[config.mk]
export PLATFORM = sky130hd
export DESIGN_NAME = cic_rate_ctrl
export DESIGN_NICKNAME = d
export VERILOG_FILES = /design/src/rtl/cic_ctrl_pkg.sv /design/src/rtl/cic_rate_ctrl_sat_counter.sv /design/src/rtl/cic_rate_ctrl.sv
export SDC_FILE = /design/constraint.sdc
export NUM_CORES = 1
export LEC_CHECK = 0
export ABC_AREA = 1
export BUFFER_PORTS_ARGS = -buffer_cell sky130_fd_sc_hd__buf_2
export CAP_MARGIN = 0
export CORE_UTILIZATION = 43
export CTS_CLUSTER_DIAMETER = 200
export CTS_CLUSTER_SIZE = 25
export DETAILED_ROUTE_END_ITERATION = 10
export GPL_TIMING_DRIVEN = 1
export MAX_ROUTING_LAYER = met4
export PLACE_DENSITY = 0.83
export SYNTH_ARGS = -nofsm -noshare
export SYNTH_HDL_FRONTEND = slang
export SYNTH_SLANG_ARGS = --single-unit
[constraint.sdc]
create_clock -name clk -period 1.74 [get_ports clk]
set_clock_uncertainty 0.05 [all_clocks]
set_input_delay 0.348 -clock clk [delete_from_list [all_inputs] [get_ports clk]]
set_output_delay 0.348 -clock clk [all_outputs]
set_load 0.005 [all_outputs]
[src/rtl/cic_ctrl_pkg.sv]
// Shared types and constants for the cic_d rate-change sequencer.
package cic_ctrl_pkg;

  typedef enum logic [1:0] {
    SETTLE = 2'd0,
    RUN    = 2'd1,
    APPLY  = 2'd2
  } cic_rate_state_t;

  localparam int unsigned STAT_DW = 16;

endpackage

[src/rtl/cic_rate_ctrl_sat_counter.sv]
// Increment-enable counter that stops at all-ones; used for the optional statistics.
module cic_sat_counter
  import cic_ctrl_pkg::*;
(
  input  logic               clk,
  input  logic               reset,
  input  logic               inc,
  output logic [STAT_DW-1:0] count
);

  always_ff @(posedge clk) begin
    if (reset) begin
      count <= '0;
    end else if (inc && (count != '1)) begin
      count <= count + STAT_DW'(1);
    end
  end

endmodule

[src/rtl/cic_rate_ctrl.sv]
// Rate-change sequencer for cic_d: range-checks rate requests, strobes them to the
// decimator and masks its output until the comb transient has flushed.
// Optional statistics counters are built when CIC_RATE_CTRL_STATS_EN is defined.
module cic_rate_ctrl
  import cic_ctrl_pkg::*;
#(
  parameter int unsigned RATE_DW        = 32,
  parameter int unsigned OUT_DW         = 32,
  parameter int unsigned CIC_R          = 10,
  parameter int unsigned CIC_N          = 7,
  parameter int unsigned SETTLE_SAMPLES = CIC_N
) (
  input  logic               clk,
  input  logic               reset,
  input  logic [RATE_DW-1:0] s_axis_req_tdata,
  input  logic               s_axis_req_tvalid,
  output logic               s_axis_req_tready,
  output logic [RATE_DW-1:0] cic_rate_tdata,
  output logic               cic_rate_tvalid,
  input  logic [OUT_DW-1:0]  cic_out_tdata,
  input  logic               cic_out_tvalid,
  output logic [OUT_DW-1:0]  m_axis_out_tdata,
  output logic               m_axis_out_tvalid,
  output logic [RATE_DW-1:0] cur_rate,
  output logic               settling,
  output logic               rate_err
`ifdef CIC_RATE_CTRL_STATS_EN
  ,
  output logic [STAT_DW-1:0] stat_changes,
  output logic [STAT_DW-1:0] stat_rejected,
  output logic [STAT_DW-1:0] stat_dropped
`endif
);

  localparam int unsigned CNT_W = $clog2(SETTLE_SAMPLES + 1);

  if (SETTLE_SAMPLES < 1) begin : g_settle_chk
    $error("cic_rate_ctrl: SETTLE_SAMPLES must be at least 1");
  end

  cic_rate_state_t  state, state_next;
  logic [CNT_W-1:0] count, count_next;
  logic             handshake, in_range, accept, reject, fwd;

  // tready is high exactly in RUN, so a handshake implies the RUN state.
  assign handshake = s_axis_req_tvalid & s_axis_req_tready;
  assign in_range  = (s_axis_req_tdata != '0) && (s_axis_req_tdata <= RATE_DW'(CIC_R));
  assign accept    = handshake & in_range;
  assign reject    = handshake & ~in_range;
  assign fwd       = (state == RUN) & cic_out_tvalid;

  always_ff @(posedge clk) begin
    if (reset) begin
      state <= SETTLE;
      count <= CNT_W'(SETTLE_SAMPLES);
    end else begin
      state <= state_next;
      count <= count_next;
    end
  end

  always_comb begin
    state_next = state;
    count_next = count;
    case (state)
      SETTLE: begin
        if (cic_out_tvalid) begin
          count_next = count - CNT_W'(1);
          if (count == CNT_W'(1)) state_next = RUN;
        end
      end
      RUN: begin
        if (accept) state_next = APPLY;
      end
      APPLY: begin
        state_next = SETTLE;
        count_next = CNT_W'(SETTLE_SAMPLES);
      end
      default: begin
        state_next = SETTLE;
        count_next = CNT_W'(SETTLE_SAMPLES);
      end
    endcase
  end

  // Registered outputs; the rate strobe fires in the APPLY cycle that follows acceptance.
  always_ff @(posedge clk) begin
    if (reset) begin
      s_axis_req_tready <= 1'b0;
      settling          <= 1'b1;
      cic_rate_tdata    <= RATE_DW'(CIC_R);
      cic_rate_tvalid   <= 1'b0;
      cur_rate          <= RATE_DW'(CIC_R);
      rate_err          <= 1'b0;
      m_axis_out_tdata  <= '0;
      m_axis_out_tvalid <= 1'b0;
    end else begin
      s_axis_req_tready <= (state_next == RUN);
      settling          <= (state_next != RUN);
      cic_rate_tvalid   <= accept;
      if (accept) begin
        cic_rate_tdata <= s_axis_req_tdata;
        cur_rate       <= s_axis_req_tdata;
        rate_err       <= 1'b0;
      end else if (reject) begin
        rate_err <= 1'b1;
      end
      m_axis_out_tvalid <= fwd;
      if (fwd) m_axis_out_tdata <= cic_out_tdata;
    end
  end

`ifdef CIC_RATE_CTRL_STATS_EN
  logic drop;
  assign drop = cic_out_tvalid & (state != RUN);

  cic_sat_counter u_stat_changes (
    .clk   (clk),
    .reset (reset),
    .inc   (accept),
    .count (stat_changes)
  );

  cic_sat_counter u_stat_rejected (
    .clk   (clk),
    .reset (reset),
    .inc   (reject),
    .count (stat_rejected)
  );

  cic_sat_counter u_stat_dropped (
    .clk   (clk),
    .reset (reset),
    .inc   (drop),
    .count (stat_dropped)
  );
`endif

endmodule

Word-level counts from Yosys, hierarchy flattened --
Index checks and enable logic that the tools add are counted.
Word-level totals: register bits 74, bits in latches 0, RAM bits 0, ROM bits 0, bits of input ports 68, output and inout bits 101, memories kept 0
Cells by class: add/subtract/negate cells 1, multiply operators 0, divide/modulo/power cells 0, magnitude comparators 1, eq/ne operators 5, shift operators 0, mux-type cells 6, bitwise gates (word level) 6, reduce and logical (&&, ||, !) cells 5
Operators by type and width (count):
- 32-bit by 4-bit <= comparator with 1-bit output (second input constant) | 1
- 32-bit nonzero test | 1
- 2-bit two-way mux | 3
- 3-bit case mux with 2 select lines | 1
- 1-bit bitwise AND | 4
- 2-bit by 1-bit == test with 1-bit output (second input constant) | 2
- 2-bit case mux with 2 select lines | 1
- 3-bit by 1-bit == test with 1-bit output (second input constant) | 1
- 3-bit two-way mux | 1
- 3-bit by 1-bit subtractor with 3-bit output (second input constant) | 1
- 2-bit zero test | 1
- 2-bit by 1-bit inequality test with 1-bit output (second input constant) | 1
- 2-bit inequality test (second input constant) | 1
- 1-bit inverter | 2
- 2-bit AND reduction | 1
- 2-bit OR reduction | 1
- 1-bit logical AND | 1

Logic depth before layout (Yosys ltp) --
depth after elaboration 6, gate-level depth with buffers 10, mapped depth without buffers 9

Least setup slack after synthesis --
OpenSTA, ideal clock, no wires.
path kind input-to-reg, start point in s_axis_req_tdata[6], end point reg cur_rate[21], library setup time 0.111 ns, arrival time 1.216 ns, slack 0.363 ns, cell stages on the path 10, path buffers 2, path through nor2_1 nand2_1 nor2_1 nand2_1 nor2_4 nand2_2 nand2_2 buf_6 buf_6 nor2_1
On the way: word-level cells in the longest chain between the ends 3, elaborated cells between the ends (all ways) 4, classes of those cells order compare (1); bitwise (1); reduce/logical (2)
RTL lines:
- from (decl) | line cic_rate_ctrl.sv:15 | input logic [RATE_DW-1:0] s_axis_req_tdata,
- 32-bit by 4-bit <= comparator with 1-bit output or 32-bit nonzero test (tied branches) | line cic_rate_ctrl.sv:47 | assign in_range = (s_axis_req_tdata != '0) && (s_axis_req_tdata <= RATE_DW'(CIC_R));
- 1-bit logical AND * | line cic_rate_ctrl.sv:47
- 1-bit bitwise AND * | line cic_rate_ctrl.sv:48 | assign accept = handshake & in_range;
- to (signal assigned) | line cic_rate_ctrl.sv:93 | cur_rate <= RATE_DW'(CIC_R);
- to (signal assigned) | line cic_rate_ctrl.sv:103 | cur_rate <= s_axis_req_tdata;
- to (decl) | line cic_rate_ctrl.sv:24 | output logic [RATE_DW-1:0] cur_rate,
Every way passes the cells marked *; elsewhere a longest branch is shown, timed or not. A chain may end at the register's enable or synchronous reset.

Worst setup path in the final report --
start point reg s_axis_req_tready, end point reg cur_rate[22]
On the way: word-level cells in the longest chain between the ends 2
RTL lines:
- from (decl) | line cic_rate_ctrl.sv:17 | output logic s_axis_req_tready,
- from (signal assigned) | line cic_rate_ctrl.sv:98 | s_axis_req_tready <= (state_next == RUN);
- 1-bit bitwise AND | line cic_rate_ctrl.sv:46 | assign handshake = s_axis_req_tvalid & s_axis_req_tready;
- 1-bit bitwise AND | line cic_rate_ctrl.sv:48
No other way between the ends.

==> results_dict.tcl <==
set metrics [dict create \
    fp-row-count 29 \
    h-tree-depth 3 \
    drt_iter0_drc 48 \
    cts_tree "built" \
    finalCritPeriodShare 0.786 \
    antennaDiodeCount 0 \
    slew_headroom 0.772 \
    required_ns 1.91 \
    dpl.cell_count 560 \
    async_flop_share 0 \
    synth_most_common_cell "dfxtp_1" \
    synthAdderAreaFrac 0.00881 \
    dpl.hpwl_um 4440 \
    dieWidth_um 83.3 \
    combinationalPowerShare 0.051 \
    p_seq_frac 0.549 \
    gp_congestion 0.794 \
    yosys-top-cells-count "dfxtp_1 (74), nand2_1 (55), nor2_1 (51)" \
    worst-path-buf-inv 1 \
    rsz0062_at_grt "no" \
    whs_path_depth 3 \
    synth-warning-count 0 \
    hold-path-endpoint "cur_rate[0]$_SDFFE_PP0P_" \
    rr_endpoint "cur_rate[22]$_SDFFE_PP0P_" \
    ctsLongestPathBuffers 2 \
    peakVddDrop_mv 0.463 \
    routed_wl_um 6060 \
    synth_xor_area_frac 0.00308 \
    cts_buffers 9 \
    r2r-start "s_axis_req_tready$_SDFF_PP0_" \
    synth_ff_type "dfxtp_1" \
    syn_inst 359 \
    r2r_slack_ns 0.37 \
    worst_path_max_delay_cell "dfxtp_1" \
    p_sw_uw 672 \
    overflow 0 \
    yosys.area.top_type "dfxtp_1" \
    fin_tns_setup_ns 0 \
    clkSlewWorstSetupHoldPaths_ns 0.07 \
    crit_arrival_ns 1.54 \
    crit_path_max_incr_delay_ns 0.36 \
    switching_share 0.217 \
    pre_cts_ws_ns 0.195 \
    syn_avg_cell_area_um2 7.91 \
    drc 0 \
    synth-edff-count 0 \
    grt_pass1_wl_um 10300 \
    clock_latency_ns 0.33 \
    fp.coreArea_um2 6350 \
    final_core_util 0.581 \
    synth.distinct_cells 21 \
    max_freq_ghz 0.731 \
    drt-pass1-iter-count 4 \
    outcome "completed" \
    cts.hold.buffers_added 0 \
    stdcell_count 576 \
    die_h_um 83.3 \
    area_growth_pct 29.9 \
    cts_setup_buffers 0 \
    criticalPathCategory "register to register" \
    drv_slew 0 \
    synth_area_leaders "dfxtp_1 (52%), buf_4 (8.5%), nand2_1 (7.3%)" \
    antenna_found_initial 0 \
    tightest_slew_ns 0.342 \
    worstPathCellList "nand2_1 -> nor2_1 -> nand2_1 -> nor2_4 -> nand2_2 -> nand2_2 -> buf_12 -> nor2_1" \
    synth.top_cell.area_share 0.522 \
    pin_count 169 \
    drv_cap 0 \
    cts_sinks 74 \
    rr_worst_depth 8 \
    hold_viol 0 \
    hold_ws_ns 0.201 \
    power.density_nw_per_um2 840 \
    io_buffers 168 \
    cts_resized 0 \
    hp-start "s_axis_req_tdata[0]" \
    cts-root-buf "clkbuf_8" \
    grt.total_usage 0.185 \
    fin_nets 564 \
    grt_pass1_vias 2507 \
    hold_class "input pin to register" \
    cp_max_fo 29 \
    synth-seq-cells 74 \
    wire_per_inst_um 10.5 \
    start_util 0.447 \
    drive_gt1_frac 0.385 \
    synthMuxAreaShare 0 \
    intPower_mw 2.43 \
    viasPerCell 4.57 \
    synth_top_family_by_area "simple AND/OR/NAND/NOR gates" \
    syn-cell-area_um2 2840 \
    die-area_um2 6930 \
    synth_compound_area_frac 0.0656 \
    via_count 2632 \
    worst_setup_path_end_kind "register" \
    seq_area_frac_synth 0.522 \
    setup_viol 0 \
    setup.worst_path.start_class "register" \
    period_minus_slack_ns 1.37 \
    synth-simple-area-share 0.230 \
    clkPwrFrac 0.400 \
    syn-num-nets 429 \
    grt_max_degree 34 \
    crit_family "simple AND/OR/NAND/NOR gates" \
    p_leak_nw 1.85 \
    timing.final.ws_setup_ns 0.372 \
    ant_nets 0 \
]
-- power groups by stage --
stage	Combinational (mW)	Sequential, mW	Clock (mW)
6_report	0.158	1.70	1.24
5_1_grt	0.177	1.70	1.37
4_1_cts	0.158	1.70	1.28
3_5_place_dp	0.158	1.74	0
3_3_place_gp	0.154	1.74	0
2_1_floorplan	0.0683	1.74	0
-- worst max path at each step --
stage | from | endpoint | slack (ns) | depth (start not counted)
detailed placement | s_axis_req_tdata[19] | cur_rate[19]$_SDFFE_PP0P_ | 0.20 | 10
global route | s_axis_req_tready$_SDFF_PP0_ | cur_rate[11]$_SDFFE_PP0P_ | 0.22 | 8
floorplan | s_axis_req_tdata[6] | cur_rate[21]$_SDFFE_PP0P_ | 0.36 | 10
CTS | s_axis_req_tready$_SDFF_PP0_ | cur_rate[22]$_SDFFE_PP0P_ | 0.35 | 8
finish | s_axis_req_tready$_SDFF_PP0_ | cur_rate[22]$_SDFFE_PP0P_ | 0.37 | 8
global placement | s_axis_req_tdata[7] | cur_rate[14]$_SDFFE_PP0P_ | 0.25 | 10
-- layer usage --
metal	GRT usage	wire, um	vias up
met2	0.317	2900	117
met4	0.0784	85	0
met1	0.205	2630	1156
met3	0.0457	443	9
li1	-	-	1350
met5	-	0	-
-- worst min-delay path, delay by kind of cell --
family        cells  cell delay (ns)
buf+inv           1             0.10
simple gates      2             0.09
-- logic make-up after synthesis --
family | Yosys count
AOI/OAI and AO/OA | 36
xor gates and xnor gates | 1
adders and majority gates | 2
buffers and inverters | 92
DFF | 74
and+or+nand+nor | 154
-- area by class of cell --
class                           count  area, um^2
Fill cell                         590        2660
Sequential cell                    74        1480
Timing Repair Buffer              173         891
Multi-Input combinational cell    193         875
Inverter                           43         161
Clock buffer                       10         128
Tap cell                           77        96.3
Clock inverter                      6        57.6
-- state kept, by name, indices dropped and copies added (netlist names) --
name / cells
cur_rate: 32
m_axis_out_tdata: 32
count: 3
state: 2
cic_rate_tvalid: 1
m_axis_out_tvalid: 1
rate_err: 1
s_axis_req_tready: 1
settling: 1
-- per-stage QoR --
step / power (mW) / cell area, um^2
floorplan: 1.81 / 2840
global placement: 1.89 / 3500
detailed placement: 1.90 / 3500
CTS: 3.14 / 3690
global route: 3.24 / 3690
finish: 3.10 / 3690
-- cell usage in the layout, fill, tap and decap left out, types with 9 or more instances in the layout --
cell and instances:
buf_2 168, dfxtp_1 74, nand3_1 39, clkbuf_8 9, nor2_1 50, a21oi_1 33
inv_1 42, nand2_1 55
(Power assumes the default switching activity.)
